===== src/rtl/compare_result_filter_pkg.sv =====
// rtl/compare_result_filter_pkg.sv - relation encodings and comparator flag decode
// Shared by the comparator result filter and its run counter.
package cmp_pkg;

   typedef enum logic [1:0] {
      ST_UNKNOWN = 2'b00,
      ST_GT      = 2'b01,
      ST_LT      = 2'b10,
      ST_EQ      = 2'b11
   } state_e;

   typedef struct packed {
      logic   legal;
      state_e st;
   } sample_t;

   function automatic sample_t decode_flags(input logic gt, input logic lt, input logic eq);
      sample_t s;
      s.legal = 1'b1;
      s.st    = ST_UNKNOWN;
      case ({gt, lt, eq})
         3'b100:  s.st = ST_GT;
         3'b010:  s.st = ST_LT;
         3'b001:  s.st = ST_EQ;
         default: s.legal = 1'b0;
      endcase
      return s;
   endfunction

endpackage


===== src/rtl/compare_result_filter_if.sv =====
// rtl/compare_result_filter_if.sv - flag inputs and filtered outputs of the result filter
// master drives comparator flags and clear; slave is the filter.
interface compare_result_filter_if #(
   parameter int EVT_W = 8
);
   logic             clear;
   logic             in_valid;
   logic             a_gt_b;
   logic             a_lt_b;
   logic             a_eq_b;
   logic [1:0]       out_state;
   logic             out_valid;
   logic             change_evt;
   logic             err;
   logic [EVT_W-1:0] evt_count;

   modport master (
      output clear, in_valid, a_gt_b, a_lt_b, a_eq_b,
      input  out_state, out_valid, change_evt, err, evt_count
   );

   modport slave (
      input  clear, in_valid, a_gt_b, a_lt_b, a_eq_b,
      output out_state, out_valid, change_evt, err, evt_count
   );
endinterface


===== src/rtl/compare_result_filter_run_counter.sv =====
// rtl/compare_result_filter_run_counter.sv - candidate relation and saturating run length
// Exposes post-edge candidate and run==HOLD so the commit lands on the same edge.
module cmp_run_counter
   import cmp_pkg::*;
#(
   parameter int HOLD  = 3,
   parameter int CNT_W = 4
) (
   input  logic   clk,
   input  logic   rst,
   input  logic   clear,
   input  logic   sample_en,
   input  state_e sample,
   input  logic   restart,
   output state_e cand_nxt,
   output logic   at_hold_nxt
);
   localparam logic [CNT_W-1:0] HOLD_C = CNT_W'(HOLD);

   state_e           cand_q, cand_d;
   logic [CNT_W-1:0] run_q, run_d;

   always_comb begin
      cand_d = cand_q;
      run_d  = run_q;
      if (clear || restart) begin
         cand_d = ST_UNKNOWN;
         run_d  = '0;
      end else if (sample_en) begin
         if (sample == cand_q) begin
            if (run_q != HOLD_C) run_d = run_q + 1'b1;
         end else begin
            cand_d = sample;
            run_d  = CNT_W'(1);
         end
      end
   end

   assign cand_nxt    = cand_d;
   assign at_hold_nxt = (run_d == HOLD_C);

   always_ff @(posedge clk or posedge rst) begin
      if (rst) begin
         cand_q <= ST_UNKNOWN;
         run_q  <= '0;
      end else begin
         cand_q <= cand_d;
         run_q  <= run_d;
      end
   end
endmodule


===== src/rtl/compare_result_filter.sv =====
// rtl/compare_result_filter.sv - debounced comparator relation with change events
// Define CMP_FILT_STICKY_ERR_EN to hold err until rst/clear instead of pulsing it.
module compare_result_filter
   import cmp_pkg::*;
#(
   parameter int HOLD  = 3,
   parameter int CNT_W = 4,
   parameter int EVT_W = 8
) (
   input logic                    clk,
   input logic                    rst,
   compare_result_filter_if.slave bus
);
   sample_t          smp;
   logic             sample_en, illegal, at_hold_nxt;
   state_e           cand_nxt;

   state_e           out_state_q, out_state_d;
   logic             out_valid_q, out_valid_d;
   logic             change_evt_q, change_evt_d;
   logic             err_q, err_d;
   logic [EVT_W-1:0] evt_count_q, evt_count_d;

   assign smp       = decode_flags(bus.a_gt_b, bus.a_lt_b, bus.a_eq_b);
   assign sample_en = bus.in_valid & smp.legal;
   assign illegal   = bus.in_valid & ~smp.legal;

   cmp_run_counter #(.HOLD(HOLD), .CNT_W(CNT_W)) u_run (
      .clk         (clk),
      .rst         (rst),
      .clear       (bus.clear),
      .sample_en   (sample_en),
      .sample      (smp.st),
      .restart     (illegal),
      .cand_nxt    (cand_nxt),
      .at_hold_nxt (at_hold_nxt)
   );

   always_comb begin
      out_state_d  = out_state_q;
      change_evt_d = 1'b0;
      evt_count_d  = evt_count_q;
`ifdef CMP_FILT_STICKY_ERR_EN
      err_d        = err_q | illegal;
`else
      err_d        = illegal;
`endif
      if (bus.clear) begin
         out_state_d = ST_UNKNOWN;
         evt_count_d = '0;
         err_d       = 1'b0;
      end else if (sample_en && at_hold_nxt && (cand_nxt != out_state_q)) begin
         out_state_d  = cand_nxt;
         change_evt_d = 1'b1;
         if (evt_count_q != '1) evt_count_d = evt_count_q + 1'b1;
      end
      out_valid_d = (out_state_d != ST_UNKNOWN);
   end

   always_ff @(posedge clk or posedge rst) begin
      if (rst) begin
         out_state_q  <= ST_UNKNOWN;
         out_valid_q  <= 1'b0;
         change_evt_q <= 1'b0;
         err_q        <= 1'b0;
         evt_count_q  <= '0;
      end else begin
         out_state_q  <= out_state_d;
         out_valid_q  <= out_valid_d;
         change_evt_q <= change_evt_d;
         err_q        <= err_d;
         evt_count_q  <= evt_count_d;
      end
   end

   assign bus.out_state  = out_state_q;
   assign bus.out_valid  = out_valid_q;
   assign bus.change_evt = change_evt_q;
   assign bus.err        = err_q;
   assign bus.evt_count  = evt_count_q;
endmodule

===== src/flat_wrapper.sv =====
// flat-port wrapper written by rule: the top's interface ports become plain ports
module compare_result_filter_flat import cmp_pkg::*;
#(
   parameter int HOLD  = 3,
   parameter int CNT_W = 4,
   parameter int EVT_W = 8
)
  (clk, rst, bus_clear, bus_in_valid, bus_a_gt_b, bus_a_lt_b, bus_a_eq_b, bus_out_state, bus_out_valid, bus_change_evt, bus_err, bus_evt_count);
  compare_result_filter_if #(.EVT_W(EVT_W)) bus_i ();
  input logic clk;
  input logic rst;
  input wire logic [$bits(bus_i.clear)-1:0] bus_clear;
  input wire logic [$bits(bus_i.in_valid)-1:0] bus_in_valid;
  input wire logic [$bits(bus_i.a_gt_b)-1:0] bus_a_gt_b;
  input wire logic [$bits(bus_i.a_lt_b)-1:0] bus_a_lt_b;
  input wire logic [$bits(bus_i.a_eq_b)-1:0] bus_a_eq_b;
  output wire logic [$bits(bus_i.out_state)-1:0] bus_out_state;
  output wire logic [$bits(bus_i.out_valid)-1:0] bus_out_valid;
  output wire logic [$bits(bus_i.change_evt)-1:0] bus_change_evt;
  output wire logic [$bits(bus_i.err)-1:0] bus_err;
  output wire logic [$bits(bus_i.evt_count)-1:0] bus_evt_count;
  assign bus_i.clear = bus_clear;
  assign bus_i.in_valid = bus_in_valid;
  assign bus_i.a_gt_b = bus_a_gt_b;
  assign bus_i.a_lt_b = bus_a_lt_b;
  assign bus_i.a_eq_b = bus_a_eq_b;
  assign bus_out_state = bus_i.out_state;
  assign bus_out_valid = bus_i.out_valid;
  assign bus_change_evt = bus_i.change_evt;
  assign bus_err = bus_i.err;
  assign bus_evt_count = bus_i.evt_count;
  compare_result_filter #(.HOLD(HOLD), .CNT_W(CNT_W), .EVT_W(EVT_W)) u_core (.clk(clk), .rst(rst), .bus(bus_i));
endmodule

===== config.mk =====
export PLATFORM = sky130hd
export DESIGN_NAME = compare_result_filter_flat
export DESIGN_NICKNAME = d
export VERILOG_FILES = /design/src/rtl/compare_result_filter_pkg.sv /design/src/rtl/compare_result_filter_if.sv /design/src/rtl/compare_result_filter_run_counter.sv /design/src/rtl/compare_result_filter.sv /design/src/flat_wrapper.sv
export SDC_FILE = /design/constraint.sdc
export NUM_CORES = 1
export LEC_CHECK = 0
export CORE_MARGIN = 2
export CORE_UTILIZATION = 50
export CTS_BUF_LIST = sky130_fd_sc_hd__clkbuf_8
export DETAILED_ROUTE_END_ITERATION = 16
export PLACE_DENSITY = 0.77
export SLEW_MARGIN = 0
export SYNTH_ARGS = -nofsm -noshare
export SYNTH_HDL_FRONTEND = slang
export SYNTH_SLANG_ARGS = --single-unit
export TNS_END_PERCENT = 20

===== constraint.sdc =====
create_clock -name clk -period 2.3 [get_ports clk]
set_input_delay 0.46 -clock clk [delete_from_list [all_inputs] [get_ports clk]]
set_output_delay 0.46 -clock clk [all_outputs]
set_load 0.02 [all_outputs]

==> results_dict.tcl, run 1 <==
set metrics [dict create \
    worstReg2RegEnd "u_core.bus.out_state[0]$_DFF_PP0_" \
    dieArea_mm2 0.00318 \
    synth_xor_area_share_pct 1.91 \
    min_period_over_period_pct 110 \
    synth_common_cells "19 x dfrtp_1, 15 x nor2b_1, 14 x nand2_1" \
    syn-num-nets 166 \
    synthArstFlopShare_pct 100 \
    wl_per_cell_um 15.0 \
    syn_inst 157 \
    worstSkewPairLatency_ns 0.26 \
    grt_usage_pct 22.0 \
    crit_fanout 5 \
    grt_pass1_vias 1276 \
    yosysWarnings 0 \
    synthMuxAreaShare_pct 7.47 \
    synth.avg_cell_area_um2 8.74 \
    instances_no_fill 232 \
    ant_nets 0 \
    vdd_ir_drop_max_mv 0.371 \
    dp_hpwl_um 2360 \
    ctsHtreeMaxLevel 1 \
    finalPower_mw 0.725 \
    syn_area_mm2 0.00137 \
    max_freq_ghz 0.396 \
    synth_top_area_share_pct 34.6 \
    synth.distinct_cells 43 \
    total_leakage_power_nw 0.842 \
    startpoint "u_core.u_run.run_q[0]$_DFF_PP0_" \
    hp-class "register to register" \
    synth_top_family_by_area "simple AND/OR/NAND/NOR gates" \
    setup_slack_ns -0.226 \
    yosysSeqAreaShare_pct 34.6 \
    fin_crit_ns 2.53 \
    final_max_slew_viol_count 0 \
    status "complete, but fails checks" \
    diodes 0 \
    reg2reg_slack_ns -0.23 \
    cts_tree "yes" \
    grtUsageMet3_pct 4.15 \
    synth.area.top_cells "dfrtp_1 35%, nor2b_1 6.8%, mux2_1 4.9%" \
    grtUsageMet2_pct 39.7 \
    grt_pass1_wl_um 5650 \
    num-nets-final 212 \
    synth_compound_area_share_pct 14.4 \
    crit_path_end_kind "register" \
    antenna_found_initial 0 \
    synth_top_flop_cell "dfrtp_1" \
    critPathRequiredTime_ns 2.44 \
    drive_gt1_share_pct 26.7 \
    drt-initial-drc-count 44 \
    met1_usage_pct 27.1 \
    synthToLayoutAreaGrowth_pct 38.9 \
    violations "setup timing" \
    dr_total_vias 1350 \
    crit_slowest_cell "a2111o_2" \
    synth_edf_count 0 \
    initial_core_util_pct 53.9 \
    drt-pass1-iter-count 5 \
    cpPeakStageDelay_ns 0.57 \
    rows 18 \
    fin_skew_ns 0.00144 \
    cp_data_arrival_time_ns 2.67 \
    worst_setup_path_start_kind "register" \
    clkTransAtPathRegs_ns 0.07 \
    clockBufferDepth 2 \
    coreArea_mm2 0.00254 \
    cts-hold-fix-buffers 0 \
    ys_ff_latch 19 \
    synth.most_common_cell "dfrtp_1" \
    grt_max_degree 20 \
    critPathCapture "u_core.bus.out_state[0]$_DFF_PP0_" \
    worst_pin_slew_ns 0.726 \
    fp.dieH_um 56.4 \
    reg2regPathDepth 8 \
    yosysTopAreaCell "dfrtp_1" \
    grt.overflow.total 0 \
    via_per_inst 5.82 \
    io_buffers 19 \
    p_per_area_mw_per_mm2 380 \
    reg2reg_from "u_core.u_run.run_q[0]$_DFF_PP0_" \
    yosys.area_share.simple_pct 34.3 \
    top_usage_layer "met2" \
    num_io_pins 20 \
    max_cap_viol_count 0 \
    slew_headroom_pct 51.6 \
    place_congestion 0.845 \
    drc 0 \
    cts_buffers 3 \
    routed_wl_um 3480 \
    finalHoldViolations 0 \
    final-setup-viol-count 11 \
    die_w_um 56.4 \
    worstPathCellList "ha_2 -> nor3b_4 -> a211oi_4 -> buf_4 -> nand3b_1 -> a2111o_2 -> or3_4 -> mux2_4" \
    cts-root-buf "clkbuf_8" \
    synth_adder_area_share_pct 1.82 \
    clock_sinks 19 \
    path_class "register to register" \
    dp_cells 221 \
    rsz0062_at_grt "true" \
]
[through the flow]
| stage | utilization (%) | TNS (ns) | area [um^2] | setup slack, ns | hold WS (ns) |
|---|---|---|---|---|---|
| 2_1_floorplan | - | -1.41 | 1370 | -0.215 | 0.411 |
| 3_3_place_gp | 68.3 | -7.97 | 1740 | -0.727 | 0.563 |
| 3_5_place_dp | 68.3 | -8.73 | 1740 | -0.793 | 0.579 |
| 4_1_cts | 71.6 | -0.905 | 1820 | -0.173 | 0.590 |
| 5_1_grt | 74.9 | -2.52 | 1910 | -0.302 | 0.608 |
| 6_report | 74.9 | -1.38 | 1910 | -0.226 | 0.583 |
[metal layers]
metal	share of wire [%]	wire length [um]
met4	1.7	59
met1	42	1450
met5	0	0
met2	52	1820
met3	4.4	152
[registers in the layout, summed over array words and instances, names as in the netlist]
name and count:
u_core.bus.evt_count 8, u_core.u_run.run_q 4, u_core.bus.err 1, u_core.bus.out_valid 1, u_core.bus.change_evt 1, u_core.bus.out_state 2
u_core.u_run.cand_q 2
[worst max-delay path, delay by kind of cell, from the launching register on]
| family | cells | cell delay (ns) |
|---|---|---|
| mux | 1 | 0.30 |
| buf+inv | 1 | 0.14 |
| flops | 1 | 0.37 |
| compound gates | 2 | 0.62 |
| fa+ha+maj | 1 | 0.19 |
| simple gates | 3 | 0.78 |
[layout by cell type, fill, tap and decap left out, types with 3 or more instances in the layout]
cell,instances
buf_2,3
nor4_2,3
and2_1,3
o21ai_1,3
a21oi_1,6
clkdlybuf4s50_1,15
clkbuf_8,3
o21ai_0,5
buf_4,29
nor4_1,4
nand3b_1,3
nor2b_1,15
and3_1,4
nand3_1,6
nand2_1,14
dfrtp_1,19
nand4_1,3
mux2_1,6
nor2_1,11
nand2b_1,6
inv_1,7
[cell type report]
cell class | count | area, um^2
clock buffers | 3 | 41.3
clock inverters | 1 | 3.75
fillers | 188 | 638
inverters | 7 | 26.3
multi-input cells | 123 | 920
flip-flops and latches | 19 | 475
well taps | 30 | 37.5
repair buffers | 49 | 403
[cell families after synthesis]
family | Yosys count
xor gates and xnor gates | 3
DFF | 19
and+or+nand+nor | 80
muxes | 9
adders and majority gates | 2
AOI/OAI and AO/OA | 27
buffers and inverters | 17
[power by group]
part,switching (mW),internal (mW)
logic,0.0816,0.0690
clock network,0.112,0.119
registers,0.00460,0.339
[worst min path at each step]
stage | start | to | slack (ns) | cells past startpoint
after global placement | u_core.bus.evt_count[1]$_DFFE_PP0P_ | u_core.bus.evt_count[1]$_DFFE_PP0P_ | 0.56 | 2
after detailed placement | u_core.bus.evt_count[6]$_DFFE_PP0P_ | u_core.bus.evt_count[6]$_DFFE_PP0P_ | 0.58 | 1
after global routing | u_core.bus.evt_count[1]$_DFFE_PP0P_ | u_core.bus.evt_count[1]$_DFFE_PP0P_ | 0.61 | 2
after floorplan | rst | u_core.bus.change_evt$_DFF_PP0_ | 0.41 | 1
final | u_core.bus.evt_count[1]$_DFFE_PP0P_ | u_core.bus.evt_count[1]$_DFFE_PP0P_ | 0.58 | 2
after CTS | u_core.bus.evt_count[1]$_DFFE_PP0P_ | u_core.bus.evt_count[1]$_DFFE_PP0P_ | 0.59 | 2
[repair_timing]
action	CTS	global route
cloned	1	1
setup buffers	2	4
pin swaps	6	6
endpoints found under the setup margin	12	12
resized for setup	20	7
Power figures use the tool's default switching activity.
==> run 2, diff against run 1 <==
CORE_MARGIN = unset   (was 2)
==> results_dict.tcl, run 2 (synthesis gave the netlist of run 1 again) <==
set metrics [dict create \
    drt-pass1-iter-count 4 \
    drt-initial-drc-count 21 \
    initial_core_util_pct 53.9 \
    via_per_inst 5.70 \
    die_w_um 54.4 \
    hold_path_depth 2 \
    num_io_pins 20 \
    routed_wl_um 3340 \
    cp_data_arrival_time_ns 2.62 \
    grt.overflow.total 0 \
    cts-root-buf "clkbuf_8" \
    path_class "primary input to register" \
    fp.dieH_um 54.4 \
    num-nets-final 208 \
    fin_crit_ns 2.47 \
    max_freq_ghz 0.405 \
    ctsHtreeMaxLevel 1 \
    coreArea_mm2 0.00254 \
    fin_skew_ns 0.00140 \
    final_common_cell "buf_4" \
    status "complete, but fails checks" \
    io_buffers 19 \
    place_congestion 0.879 \
    crit_path_end_kind "register" \
    total_leakage_power_nw 0.818 \
    dp_hpwl_um 2300 \
    diodes 0 \
    layout_common_cells "27 x buf_4, 19 x dfrtp_1, 15 x nor2b_1, 15 x clkdlybuf4s50_1, 14 x nand2_1" \
    hp-class "register to register" \
    dp_cells 220 \
    clock_sinks 19 \
    grt_usage_pct 25.7 \
    vdd_ir_drop_max_mv 0.613 \
    ant_nets 0 \
    setup_slack_ns -0.170 \
    rows 18 \
    pre_cts_ws_ns -0.791 \
    reg2reg_slack_ns -0.16 \
    antenna_found_initial 0 \
    drive_gt1_share_pct 22.7 \
    cts_tree "yes" \
    finalPower_mw 0.718 \
    hold_end "u_core.bus.evt_count[1]$_DFFE_PP0P_" \
    worst_pin_slew_ns 0.711 \
    dieArea_mm2 0.00296 \
    p_per_area_mw_per_mm2 390 \
    violations "setup timing" \
    final-setup-viol-count 10 \
    final_max_slew_viol_count 0 \
    worstHoldStart "u_core.bus.evt_count[1]$_DFFE_PP0P_" \
    drc 0 \
    worstSkewPairLatency_ns 0.26 \
    grt_max_degree 20 \
    slew_headroom_pct 52.6 \
    instances_no_fill 228 \
    min_period_over_period_pct 107 \
    rsz0062_at_grt "true" \
    clkTransAtPathRegs_ns 0.07 \
    critPathRequiredTime_ns 2.45 \
    max_cap_viol_count 0 \
    wl_per_cell_um 14.6 \
    worstReg2RegEnd "u_core.bus.out_state[0]$_DFF_PP0_" \
    grt_pass1_wl_um 5370 \
    whs_ns 0.586 \
    finalHoldViolations 0 \
    synthToLayoutAreaGrowth_pct 34.2 \
    grt_pass1_vias 1219 \
    cts_buffers 3 \
    worst_setup_path_start_kind "primary input" \
    crit_fanout 5 \
    reg2regPathDepth 8 \
    dr_total_vias 1300 \
    reg2reg_from "u_core.u_run.run_q[1]$_DFF_PP0_" \
    largest_reg_flops 8 \
    clockBufferDepth 2 \
]
-- run 2: how the worst max path moves through the flow --
stage                               startpoint                                   to  slack [ns]  cells past startpoint
4_1_cts        u_core.u_run.run_q[0]$_DFF_PP0_  u_core.bus.evt_count[0]$_DFFE_PP0P_       -0.15                      8
5_1_grt        u_core.u_run.run_q[1]$_DFF_PP0_  u_core.bus.evt_count[4]$_DFFE_PP0P_       -0.27                      8
3_5_place_dp                        bus_a_lt_b  u_core.bus.evt_count[0]$_DFFE_PP0P_       -0.79                      7
2_1_floorplan                       bus_a_eq_b    u_core.bus.out_state[0]$_DFF_PP0_       -0.21                      7
3_3_place_gp                        bus_a_eq_b    u_core.bus.out_state[0]$_DFF_PP0_       -0.73                      7
6_report                            bus_a_gt_b    u_core.bus.out_state[0]$_DFF_PP0_       -0.17                      7
-- run 2: per-layer routing --
metal,up-vias,wire length [um],GRT usage (%)
met2,24,1700,44.9
met1,624,1490,30.5
met4,0,23,7.26
met3,5,120,6.94
li1,647,-,-
met5,-,0,0
-- run 2: through the flow --
| stage | util, % | area [um^2] | TNS, ns |
|---|---|---|---|
| 2_1_floorplan | - | 1370 | -1.41 |
| 3_3_place_gp | 68.0 | 1730 | -7.99 |
| 3_5_place_dp | 68.0 | 1730 | -8.73 |
| 4_1_cts | 71.3 | 1810 | -0.963 |
| 5_1_grt | 72.4 | 1840 | -2.19 |
| 6_report | 72.4 | 1840 | -0.996 |
-- run 2: area by class of cell --
type                       instances  area, um^2
multi-input combinational        122         881
fill                             195         703
sequential                        19         475
timing repair buffer              46         377
clock buffer                       3        41.3
tap                               30        37.5
inverter                           7        26.3
clock inverter                     1        3.75
-- run 2: critical path, stage by stage --
cell and delay, ns:
buf_2 0.12, or3b_4 0.41, a211oi_4 0.22, nand3b_1 0.15
a2111o_1 0.57, or3_4 0.38, mux2_4 0.30
-- run 2: repair_timing --
action / in CTS / in global routing
pin swaps: 6 / 1
endpoints found under the setup margin: 12 / 12
hold buffers: 0 / 0
resized for setup: 19 / 2
gates cloned: 1 / 0
buffers inserted: 2 / 2
-- run 2: power by group --
part           switching (mW)  total, mW  internal, mW
Combinational          0.0782      0.144        0.0654
Sequential            0.00482      0.344         0.340
Clock                   0.111      0.230         0.119
